[src/rtl/counter_sched.sv]
`default_nettype none
// ============================================================================
// Module      : counter_sched
// Description : Two-requester round-robin scheduler sharing one up/down
//               counter; each grant runs a latched number of count steps.
// Revision    : 1.0 - initial release
// ============================================================================
module counter_sched #(
    parameter int CNT_W = 4
) (
    input  logic             clk,
    input  logic             rst,
    input  logic [1:0]       req,
    input  logic [1:0]       dir,
    input  logic [CNT_W-1:0] steps0,
    input  logic [CNT_W-1:0] steps1,
    output logic [1:0]       gnt,
    output logic [1:0]       done,
    output logic             busy,
    output logic             sel,
    output logic             cnt_en,
    output logic [CNT_W-1:0] out
);

    typedef enum logic [1:0] {
        ST_IDLE = 2'd0,
        ST_RUN  = 2'd1,
        ST_DONE = 2'd2
    } state_t;

    state_t           r_state;
    logic             r_rr;
    logic [1:0]       r_gnt;
    logic [1:0]       r_done;
    logic             r_busy;
    logic             r_dir;
    logic [CNT_W-1:0] r_rem;
    logic [CNT_W-1:0] r_out;

    logic             w_pick;
    logic             w_dir;
    logic [CNT_W-1:0] w_steps;
    logic [1:0]       w_gnt;

    // With both requests pending the pointer decides; otherwise the lone requester wins.
    always_comb begin
        w_pick  = (req == 2'b11) ? r_rr : req[1];
        w_dir   = w_pick ? dir[1] : dir[0];
        w_steps = w_pick ? steps1 : steps0;
        w_gnt   = w_pick ? 2'b10 : 2'b01;
    end

    always_ff @(posedge clk) begin
        if (rst) begin
            r_state <= ST_IDLE;
            r_rr    <= 1'b0;
            r_gnt   <= 2'b00;
            r_done  <= 2'b00;
            r_busy  <= 1'b0;
            r_dir   <= 1'b0;
            r_rem   <= '0;
            r_out   <= '0;
        end else begin
            case (r_state)
                ST_IDLE: begin
                    if (req != 2'b00) begin
                        r_gnt  <= w_gnt;
                        r_dir  <= w_dir;
                        r_rem  <= w_steps;
                        r_busy <= 1'b1;
                        if (w_steps == '0) begin
                            r_state <= ST_DONE;
                            r_done  <= w_gnt;
                        end else begin
                            r_state <= ST_RUN;
                        end
                    end
                end
                ST_RUN: begin
                    r_out <= r_dir ? r_out + 1'b1 : r_out - 1'b1;
                    r_rem <= r_rem - 1'b1;
                    if (r_rem == CNT_W'(1)) begin
                        r_state <= ST_DONE;
                        r_done  <= r_gnt;
                    end
                end
                ST_DONE: begin
                    r_state <= ST_IDLE;
                    r_gnt   <= 2'b00;
                    r_done  <= 2'b00;
                    r_busy  <= 1'b0;
                    // Hand priority to whichever requester was not just served.
                    r_rr    <= r_gnt[0];
                end
                default: begin
                    r_state <= ST_IDLE;
                    r_gnt   <= 2'b00;
                    r_done  <= 2'b00;
                    r_busy  <= 1'b0;
                end
            endcase
        end
    end

    assign cnt_en = (r_state == ST_RUN);
    assign sel    = cnt_en & r_dir;
    assign gnt    = r_gnt;
    assign done   = r_done;
    assign busy   = r_busy;
    assign out    = r_out;

endmodule
`default_nettype wire

[config.mk]
export PLATFORM = sky130hd
export DESIGN_NAME = counter_sched
export DESIGN_NICKNAME = d
export VERILOG_FILES = /design/src/rtl/counter_sched.sv
export SDC_FILE = /design/constraint.sdc
export NUM_CORES = 1
export LEC_CHECK = 0
export ABC_AREA = 1
export ABC_CLOCK_PERIOD_IN_PS = 1500
export BUFFER_PORTS_ARGS = -buffer_cell sky130_fd_sc_hd__buf_4
export CORE_ASPECT_RATIO = 1.4
export CORE_MARGIN = 3
export CORE_UTILIZATION = 40
export CTS_BUF_LIST = sky130_fd_sc_hd__clkbuf_16
export DETAILED_ROUTE_END_ITERATION = 16
export GPL_ROUTABILITY_DRIVEN = 0
export SLEW_MARGIN = 20
export SYNTH_ARGS = -nofsm -noshare
export SYNTH_HDL_FRONTEND = slang
export SYNTH_SLANG_ARGS = --single-unit
[constraint.sdc]
create_clock -name clk -period 1.5 [get_ports clk]
set_input_delay 0.225 -clock clk [delete_from_list [all_inputs] [get_ports clk]]
set_output_delay 0.225 -clock clk [all_outputs]
set_load 0.005 [all_outputs]
==> results of run 1 <==
-- Yosys cell counts (all sizes together) --
cell type / instances / area (sq um)
nand2: 38 / 168
inv: 20 / 77.6
dfxtp: 17 / 340
a21oi: 15 / 75.1
nand3: 15 / 75.1
nor2: 14 / 57.6
o21ai: 8 / 40.0
ha: 4 / 50.1
o211ai: 2 / 15.0
a211oi: 1 / 7.51
buf: 1 / 5.00
clkbuf: 1 / 3.75
fa: 1 / 20.0
nand4: 1 / 6.26
xnor2: 1 / 8.76
xor2: 1 / 8.76
-- layout by cell type (no fill, tap or decap), types with 2 or more instances in the layout --
cell,synthesis,final
nand2_1,30,30
buf_4,0,26
dfxtp_1,17,17
nand3_1,15,15
a21oi_1,15,15
inv_1,14,14
nor2_1,12,12
nand2_2,7,7
o21ai_0,7,7
inv_2,5,6
ha_1,4,3
clkbuf_16,0,3
nor2_2,2,2
o211ai_1,2,2
-- path summary, 6_finish.rpt --
path	from	endpoint	slack (ps)	depth (start not counted)
max reg2reg	r_dir	out[3]	150	8
max	r_state[1]	sel	110	5
min	rst	r_rr	200	2
min reg2reg	busy	busy	460	2
-- cell type report --
cell class / count / share of cell area
clock buffers: 3 / 0.0594
multi-input cells: 101 / 0.431
well taps: 22 / 0.0218
inverters: 20 / 0.0614
flip-flops and latches: 17 / 0.269
clock inverters: 1 / 0.00297
repair buffers: 26 / 0.154
-- state kept, by name, summed over array words and instances, names as in the netlist --
register  cells
r_dir         1
out           4
r_rr          1
done          2
r_state       2
gnt           2
busy          1
r_rem         4
-- worst max-delay path, cell delays in order (launching register included) --
cell and delay (ps):
dfxtp_1 310, inv_2 90, nand2_2 120, buf_4 190, nor2_1 80, buf_4 110
-- logic make-up (layout without fill, tap and decap cells) --
group           Yosys count  after routing  synth area share
simple gates             68             68             0.320
xor+xnor                  2              2            0.0183
fa+ha+maj                 5              5            0.0731
buf+inv                  22             50            0.0901
flops                    17             17             0.355
compound gates           26             26             0.144
-- power breakdown --
| group | internal [mW] | switching, mW | leakage [nW] |
|---|---|---|---|
| registers | 0.535 | 0.0595 | 0.141 |
| logic | 0.271 | 0.334 | 0.455 |
| clock network | 0.354 | 0.172 | 0.0423 |
| total | 1.16 | 0.566 | 0.638 |
-- routing by layer --
layer  part of all wire  GRT usage  vias to the layer above
met1               0.39      0.166                      450
met5                  0          0                        -
li1                   -          -                      506
met4              0.018     0.0692                        0
met3              0.053     0.0310                        4
met2               0.54      0.302                       25
==> summary by stage, run 1 <==
STA
Setup repair after global routing left no endpoint under its margin. The routed design could run at a clock period as short as 1390 ps. Setup violations remaining at the end of the flow were counted as 0. The worst hold slack is ~200 ps.

The final worst clock skew is about 0.9 ps. The number of max-slew violations in the final report was 0. The count of final hold-check violations is 0. The share of the clock period used by the worst path is 0.925. Across all setup checks in the final design, the least slack found is about 110 ps. The fmax is just over 700 MHz. The slew at the pin closest to its max-slew limit is just over 300 ps. The total negative setup slack is 0 ps. The worst max-slew margin expressed relative to the limit is 0.796.

Clock tree
The number of hold buffers added after cts is 0. Once the clock tree was built, the setup fixing pass inserted 0 buffers. The later pin in the worst-skew pair is clocked with a latency of roughly 250 ps. The CTS tree is done. The number of clock buffers added by TritonCTS is 3. The clock net sink count is 17. CTS built an H-tree with a depth of 1. In this run the deepest clock path goes through 2 buffers. After clock tree synthesis, the clock-pin slew on the worst setup and hold paths is 50 ps. The total of cells resized after clock tree synthesis is 0. The cell sitting at the root of the clock tree is a clkbuf_16.

Die
Measured along the y axis, the die boundary spans about 64 um. The floorplan step defined a die boundary enclosing around 0.0030 sq mm. The standard-cell row count is 20. The core region is 0.00223 sq mm. The number of top-level pins is 25. The horizontal die dimension is between 40 and 50 um. The effective utilization at floorplan is 0.430.

Logic synthesis
After synthesis the cells add up to around 960 sq um. For this run, the number of Yosys warnings is 0. The post-synthesis area per instance is between 6 and 7 sq um. When the netlist entered floorplanning its net count stood at 159.

The sequential cell area fraction in the yosys report is 0.355. The synthesized flop and latch total is 17. The distinct cell type count of the synthesized netlist is 22. The number of instances in the synthesized netlist is 140.

Routing
Summed over all layers, the routed wires come to 2270 um. In the routed design, unresolved DRC markers number 0. The detailed router finished its first iteration with 17 violations.

The number of vias per cell after detailed routing is ~5.2. The average routed wire per standard cell is 12.0 um. The via total after detailed routing is slightly below 1000.

The pre-antenna-repair detailed-routing pass consisted of 4 iterations. The post-detailed-route count of antenna-violating nets is 0.

Job
The number of violations of the max-capacitance limit is 0.

Finish
In the final layout, flip-flops and latches occupy roughly 340 sq um. The antenna diode instance count is 0. The multi-input combinational cell area is roughly 540 sq um. The fraction of layout instances using a drive strength above 1 is 0.280. The share of the core filled with cells in the final layout is 0.567.

The area of all placed cells without fillers is 0.00126 sq mm. The area growth from synthesis to layout is 31.9%. The layout filler cell count is 237. The number of nets in the layout is 188. The finished layout holds 190 standard cells, fillers aside.

Worst setup path
The kind of start point of the critical path is a register. The maximum fanout encountered on the critical timing path is 6. The arrival time of data at the critical path endpoint is roughly 1200 ps. The data required time of the worst path is 1270 ps. The critical path is of the reg -> out type. The critical path capture point type is an output port.

GRT
In the global route stage, overall resource usage came out at 0.165. The maximum number of pins on one net before global-route repair is 12. The initial antenna violation count came to 0.

The leftover overflow at the end of global routing is 0. The first global-routing pass estimated between 3000 and 4000 um of wire. The via count of the first global-routing pass came to around 1000.

Placement
Timing analysis after detailed placement gives a worst setup slack of about 19 ps. Including well taps, the total number of placed cells is about 190. The number of buffers added on ports is 24.

Once placement finished, the instance area stood at between 0.001 and 0.0015 sq mm. Summed over all nets, the half-perimeter wirelength after detailed placement is around 1800 um.

Pwr
Dividing total power by cell area gives a power density of between 1000 and 1500 mW/mm^2. The leakage power summed over all cells is 0.638 nW. The post-layout total power is around 1.7 mW. IR analysis of the VDD net gives a maximum drop of around 930 uV.

Status
The flow ran to the end, and the final reports show no timing, DRC or antenna violations.

Hold path
The worst hold path belongs to the class in -> reg.
No activity file was read; power rests on OpenSTA's default activity.
==> run 2, diff against run 1 <==
- MAX_ROUTING_LAYER: unset -> met4
- TNS_END_PERCENT: unset -> 20
==> run 2 against run 1 <==
Combinational power about the same. Wire length about the same. Clock skew about the same. Worst setup slack about the same. Critical path type unchanged.
==> summary by stage, run 2 (same netlist as run 1, synthesis figures left out) <==
Pwr
The total power density per cell area is 1370 mW/mm^2 (about the same). The combinational group share of total power is 0.351 (about the same). The peak supply drop came to 926 uV (unchanged). The switching portion of total power is 0.328 (about the same). The internal power summed over all cells is 1.16 mW (about the same). The switching component of the power is 566 uW (about the same). The clock network power share came to 0.305 (about the same). The post-layout total power was 1.73 mW (about the same).

The part of the total power dissipated in sequential elements was 0.344 (about the same). The leakage power summed over all cells is 0.638 nW (unchanged).

Finish
The number of nets in the layout came to 188 (unchanged). The area growth from synthesis to layout is 31.9% (unchanged). The area of all placed cells without fillers was 0.00126 sq mm (unchanged). The most common library cell in the layout ignoring fill and taps is nand2_1. The antenna diode instance count is 0 (unchanged). The fraction of layout instances using a drive strength above 1 came to 0.280 (unchanged). The top cell types in the final layout, fill and taps aside, are nand2_1, buf_4, dfxtp_1, nand3_1, a21oi_1.

Worst setup path
The maximum fanout encountered on the critical timing path came to 6 (unchanged). STA classifies the critical path startpoint as a register. The launch point of the critical path is r_state[1]. The critical path capture point type is an output port.

The kind of cell with the highest combined delay on the critical path is buffers and inverters. The arrival time of data at the critical path endpoint is 1160 ps (about the same). The data required time of the worst path is 1270 ps (about the same).

The number of buffer and inverter stages on the critical path is 3 (unchanged). The launch instance of the worst register-to-register path is r_dir. The highest cell delay on the worst timing path is 310 ps (about the same). The critical path in this run is classified as reg -> out. The most repeated library cell on the critical path is buf_4. The slowest library cell on the worst path is dfxtp_1. Traced cell by cell, the critical path runs through inv_2 -> nand2_2 -> buf_4 -> nor2_1 -> buf_4.

STA
The final count of negative-setup-slack endpoints is 0 (unchanged). The total negative setup slack is 0 ps (unchanged). The count of final hold-check violations was 0 (unchanged). The worst max-slew margin expressed relative to the limit was 0.797 (about the same). The share of the clock period used by the worst path is 0.925 (about the same).

The slew at the pin closest to its max-slew limit is 305 ps (-0.0966 ps). The fmax is 721 MHz (about the same). The final worst clock skew was 0.889 ps (-0.00846 ps). The clock period minus final worst setup slack came to 1390 ps (-0.0580 ps). The number of max-slew violations in the final report is 0 (unchanged). Setup repair after global routing left no endpoint under its margin.

Die
The area of the die is 0.00303 sq mm (unchanged). The die extent in y is 63.9 um (unchanged). The core area came to 0.00223 sq mm (unchanged). The horizontal die dimension is 47.4 um (unchanged). The effective utilization at floorplan is 0.430 (unchanged). The number of top-level pins was 25 (unchanged).

The standard-cell row count is 20 (unchanged).

Placement
The sum of net half-perimeters after detailed placement is 1830 um (unchanged). The total cell area at the placement stage is 0.00117 sq mm (unchanged). The number of buffers added on ports is 24 (unchanged).

Job
The number of violations of the max-capacitance limit is 0 (unchanged).

Routing
The total routed wirelength is 2270 um (about the same). The via total after detailed routing came to 987 (+0.20%). The DRC marker count from the first detailed-route iteration came to 20 (+3).

The number of vias per cell after detailed routing is 5.19 (+0.20%). The post-detailed-route count of antenna-violating nets was 0 (unchanged). The average routed wire per standard cell is 11.9 um (about the same). The remaining design rule violation count is 0 (unchanged).

The first-pass detailed-route iteration total came to 4 (unchanged).

Clock tree
The cell at the root of the clock tree is clkbuf_16. The count of buffers added by post-CTS timing repair for setup is 0 (unchanged). The clock tree buffer depth is 2 (unchanged).

TritonCTS built the clock tree. The total of cells resized after clock tree synthesis is 0 (unchanged). The number of buffers created by CTS came to 3 (unchanged). The number of hold buffers added after cts is 0 (unchanged). The worst-skew pair later-pin latency is 250 ps (about the same).

The CTS H-tree depth is 1 (unchanged). The clock net sink count is 17 (unchanged). The clock transition at the registers of the reported paths was 50 ps (about the same).

GRT
The maximum number of pins on one net before global-route repair is 12 (unchanged). The first-pass GRT wire length is 3770 um (unchanged). The total global routing track utilization was 0.169 (+0.00408).

The via count of the first global-routing pass is 988 (-0.10%). The initial antenna violation count was 0 (unchanged). The leftover overflow at the end of global routing came to 0 (unchanged).

Hold path
The worst hold path belongs to the class in -> reg. The hold path startpoint is rst.

Status
The flow ran to the end, and the final reports show no timing, DRC or antenna violations.
[run 2: layout make-up]
class                   instances  area [sq um]
flip-flops and latches         17           340
multi-input cells             101           544
repair buffers                 26           195
well taps                      22          27.5
clock buffers                   3          75.1
fillers                       237           963
inverters                      20          77.6
clock inverters                 1          3.75
[run 2: power groups by stage]
| stage | clock network (mW) | logic (mW) | registers [mW] |
|---|---|---|---|
| after floorplan | 0 | 0.379 | 0.598 |
| after global placement | 0 | 0.587 | 0.599 |
| after detailed placement | 0 | 0.596 | 0.600 |
| after CTS | 0.532 | 0.601 | 0.592 |
| after global routing | 0.550 | 0.698 | 0.605 |
| final | 0.526 | 0.605 | 0.594 |
[run 2: worst reg2reg max path, cell delays in order, from the launching register on]
cell and delay (ps):
dfxtp_1 310, inv_2 110, ha_4 220, a21oi_1 140, nand2_1 80, o21ai_0 210
nand2_1 70, nand2_1 60, nor2_1 40
[run 2: worst paths after layout]
| path | to | slack (ps) | depth (start not counted) |
|---|---|---|---|
| worst min register to register | busy | 460 | 2 |
| worst max-delay path | sel | 110 | 5 |
| worst min-delay path | r_rr | 200 | 2 |
| worst max register to register | out[3] | 150 | 8 |
[run 2: per-stage QoR]
| stage | hold WS (ps) | cells | setup WS (ps) | utilization |
|---|---|---|---|---|
| 2_1_floorplan | 444 | 140 | 135 | - |
| 3_3_place_gp | 454 | 186 | 66.9 | 0.526 |
| 3_5_place_dp | 454 | 186 | 19.5 | 0.526 |
| 4_1_cts | 204 | 190 | 14.3 | 0.562 |
| 5_1_grt | 206 | 190 | 23.4 | 0.567 |
| 6_report | 204 | 190 | 112 | 0.567 |
[run 2: layer usage]
metal,GRT usage,wire length (um)
met5,-,0
met4,0.0692,48
met3,0.0310,120
met2,0.302,1230
met1,0.166,875
==> run 3, diff against run 2 <==
- PLACE_DENSITY: unset -> 0.72
==> run 3 against run 2 <==
Cell count decreased by 0.53%. Utilization fell by 0.28 points. Register-to-register slack lost 20 ps. Critical path depth grew 3. Via count up 1.0%. Sequential cell count stayed put. Sequential power grew 0.8%. Hold slack improved by 8.6 ps. Die area unchanged. Combinational power fell by 1%.
==> summary by stage, run 3 (same netlist as run 1, synthesis figures left out) <==
STA
The number of max-slew violations in the final report was 0 (unchanged). The final worst clock skew came to 2.80 ps (+1.91 ps). The final count of negative-setup-slack endpoints is 0 (unchanged). Setup repair after global routing left no endpoint under its margin. The worst hold slack came to 212 ps (+8.57 ps). The share of the clock period used by the worst path is 0.911 (-0.0145). The total negative setup slack is 0 ps (unchanged). The slew at the pin closest to its max-slew limit is 372 ps (+67.1 ps). The fmax is 732 MHz (+1.6%). The worst-case setup margin in the final layout is 134 ps (+21.8 ps). The count of final hold-check violations is 0 (unchanged).

The worst max-slew margin expressed relative to the limit is 0.752 (-0.0448). The clock period minus final worst setup slack is 1370 ps (-21.8 ps).

Routing
The first-pass detailed-route iteration total is 4 (unchanged). The number of vias per cell after detailed routing is 5.28 (+1.5%). The DRC marker count from the first detailed-route iteration is 11 (-45%). The via total after detailed routing is 997 (+1.0%).

The total routed wirelength is 2380 um (+4.7%). The post-detailed-route count of antenna-violating nets is 0 (unchanged). The remaining design rule violation count is 0 (unchanged).

The average routed wire per standard cell was 12.6 um (+5.3%).

Worst setup path
The register-to-register setup slack was 130 ps (-20 ps). The data required time of the worst path is 1650 ps (+380 ps). The maximum fanout encountered on the critical timing path was 6 (unchanged). The arrival time of data at the critical path endpoint is 1510 ps (+350 ps). The highest cell delay on the worst timing path is 310 ps (about the same). The most repeated library cell on the critical path is nand2_1.

The depth of the most critical reg-to-reg path is 8 (unchanged). Among all stages on the critical path, the largest delay is contributed by dfxtp_1. The startpoint identified for the worst register-to-register timing path is r_dir. The worst setup path is of the reg -> reg kind.

The signal on the critical path passes through inv_2 -> ha_4 -> a21oi_1 -> nand2_1 -> o21ai_0 -> nand2_1 -> nand2_1 -> nor2_1. The kind of start point of the critical path is a register. The critical path capture point type is a register. The endpoint of the lowest-slack register-to-register path is out[3].

GRT
The leftover overflow at the end of global routing was 0 (unchanged). The total global routing track utilization came to 0.181 (+0.0127). The via count of the first global-routing pass is 968 (-2.0%). The first-pass GRT wire length is 3890 um (+3.1%).

The initial antenna violation count is 0 (unchanged). The maximum number of pins on one net before global-route repair is 12 (unchanged).

Pwr
The part of the total power dissipated in sequential elements is 0.346 (+0.002). The switching portion of total power was 0.331 (+0.00278). The combinational group share of total power is 0.347 (-0.004).

The internal power summed over all cells is 1.16 mW (-0.21%). The switching component of the power is 572 uW (+1.1%). The peak supply drop is 771 uV (-17%). The leakage power summed over all cells is 0.631 nW (-1.0%). The post-layout total power was 1.73 mW (+0.20%). The total power density per cell area is 1380 mW/mm^2 (+0.70%).

The clock network power share came to 0.307 (+0.002).

Die
The horizontal die dimension is 47.4 um (unchanged). The effective utilization at floorplan is 0.430 (unchanged). The core area was 0.00223 sq mm (unchanged).

The number of top-level pins came to 25 (unchanged). The area of the die is 0.00303 sq mm (unchanged). The die extent in y was 63.9 um (unchanged). The standard-cell row count is 20 (unchanged).

Placement
The number of buffers added on ports came to 24 (unchanged). The placement-stage worst setup slack came to 27.3 ps (+7.80 ps). The sum of net half-perimeters after detailed placement was 1800 um (-1.7%). The total cell area at the placement stage is 0.00116 sq mm (-0.64%).

Finish
The multi-input combinational cell area is 544 sq um (unchanged). The antenna diode instance count was 0 (unchanged). The number of nets in the layout is 187 (-0.53%).

The fraction of layout instances using a drive strength above 1 is 0.281 (+0.00168). The most common library cell in the layout ignoring fill and taps is nand2_1. The area of all placed cells without fillers came to 0.00126 sq mm (-0.49%). Relative to the synthesized area, the layout overhead comes to 31.2%. The register area is 340 sq um (unchanged). The top cell types in the final layout, fill and taps aside, are nand2_1, buf_4, dfxtp_1, nand3_1, a21oi_1. The layout filler cell count came to 214 (-9.7%).

Clock tree
The CTS tree is done. The number of hold buffers added after cts is 0 (unchanged). The clock net sink count is 17 (unchanged). The clock transition at the registers of the reported paths is 50 ps (about the same). The root buffer cell chosen for the clock tree is clkbuf_16. The count of buffers added by post-CTS timing repair for setup is 0 (unchanged).

The CTS H-tree depth is 1 (unchanged). The worst-skew pair later-pin latency is 250 ps (about the same). The clock tree buffer depth is 2 (unchanged). The number of buffers created by CTS is 3 (unchanged).

Hold path
The hold path startpoint is rst. For hold timing, the worst endpoint is r_rr. The cell depth of the worst min-delay path is 2 (unchanged).

The class of the worst hold path is in -> reg.

Status
The run finished with clean final reports.

Job
The number of violations of the max-capacitance limit is 0 (unchanged).
==> run 3: worst max-delay path, delay by kind of cell (launching register included) <==
family / cells / cell delay [ps]
buffers and inverters: 1 / 120
and+or+nand+nor: 4 / 250
DFF: 1 / 310
AOI/OAI and AO/OA: 2 / 360
adders and majority gates: 1 / 220
==> run 3: worst max path at each step <==
stage,from,endpoint,slack [ps],depth (start not counted)
final,r_dir,out[3],130,8
after floorplan,r_dir,out[3],140,8
after CTS,r_dir,out[3],10,8
after global routing,r_dir,out[3],6,9
after detailed placement,r_dir,out[3],30,8
after global placement,r_dir,out[3],70,8
==> run 3: final cells by class <==
type | count | share of cell area
multi-input combinational | 101 | 0.433
clock inverter | 1 | 0.00398
tap | 22 | 0.0219
clock buffer | 3 | 0.0597
sequential | 17 | 0.271
timing repair buffer | 25 | 0.149
inverter | 20 | 0.0617
==> run 3: what timing repair did <==
| action | in CTS | in global routing |
|---|---|---|
| setup endpoints to repair | 0 | 1 |
| resized for setup | 0 | 2 |
| hold endpoints to repair | 0 | 0 |
==> run 3: metrics by stage <==
step,std cells,utilization
finish,189,0.565
detailed placement,185,0.523
global route,189,0.565
global placement,185,0.523
CTS,189,0.559
floorplan,140,-
==> run 3: routing by layer <==
layer	up-vias	routed length, um	share of wire	track usage
met4	0	43	0.018	0.0796
met5	-	0	0	-
met1	465	1050	0.44	0.200
met3	5	89	0.037	0.0423
met2	20	1200	0.50	0.295
li1	507	-	-	-
==> run 3: power groups by stage <==
| stage | combinational, mW | clock [mW] | sequential (mW) |
|---|---|---|---|
| 5_1_grt | 0.674 | 0.563 | 0.610 |
| 3_5_place_dp | 0.581 | 0 | 0.603 |
| 2_1_floorplan | 0.379 | 0 | 0.598 |
| 6_report | 0.599 | 0.531 | 0.599 |
| 4_1_cts | 0.587 | 0.543 | 0.596 |
| 3_3_place_gp | 0.561 | 0 | 0.600 |
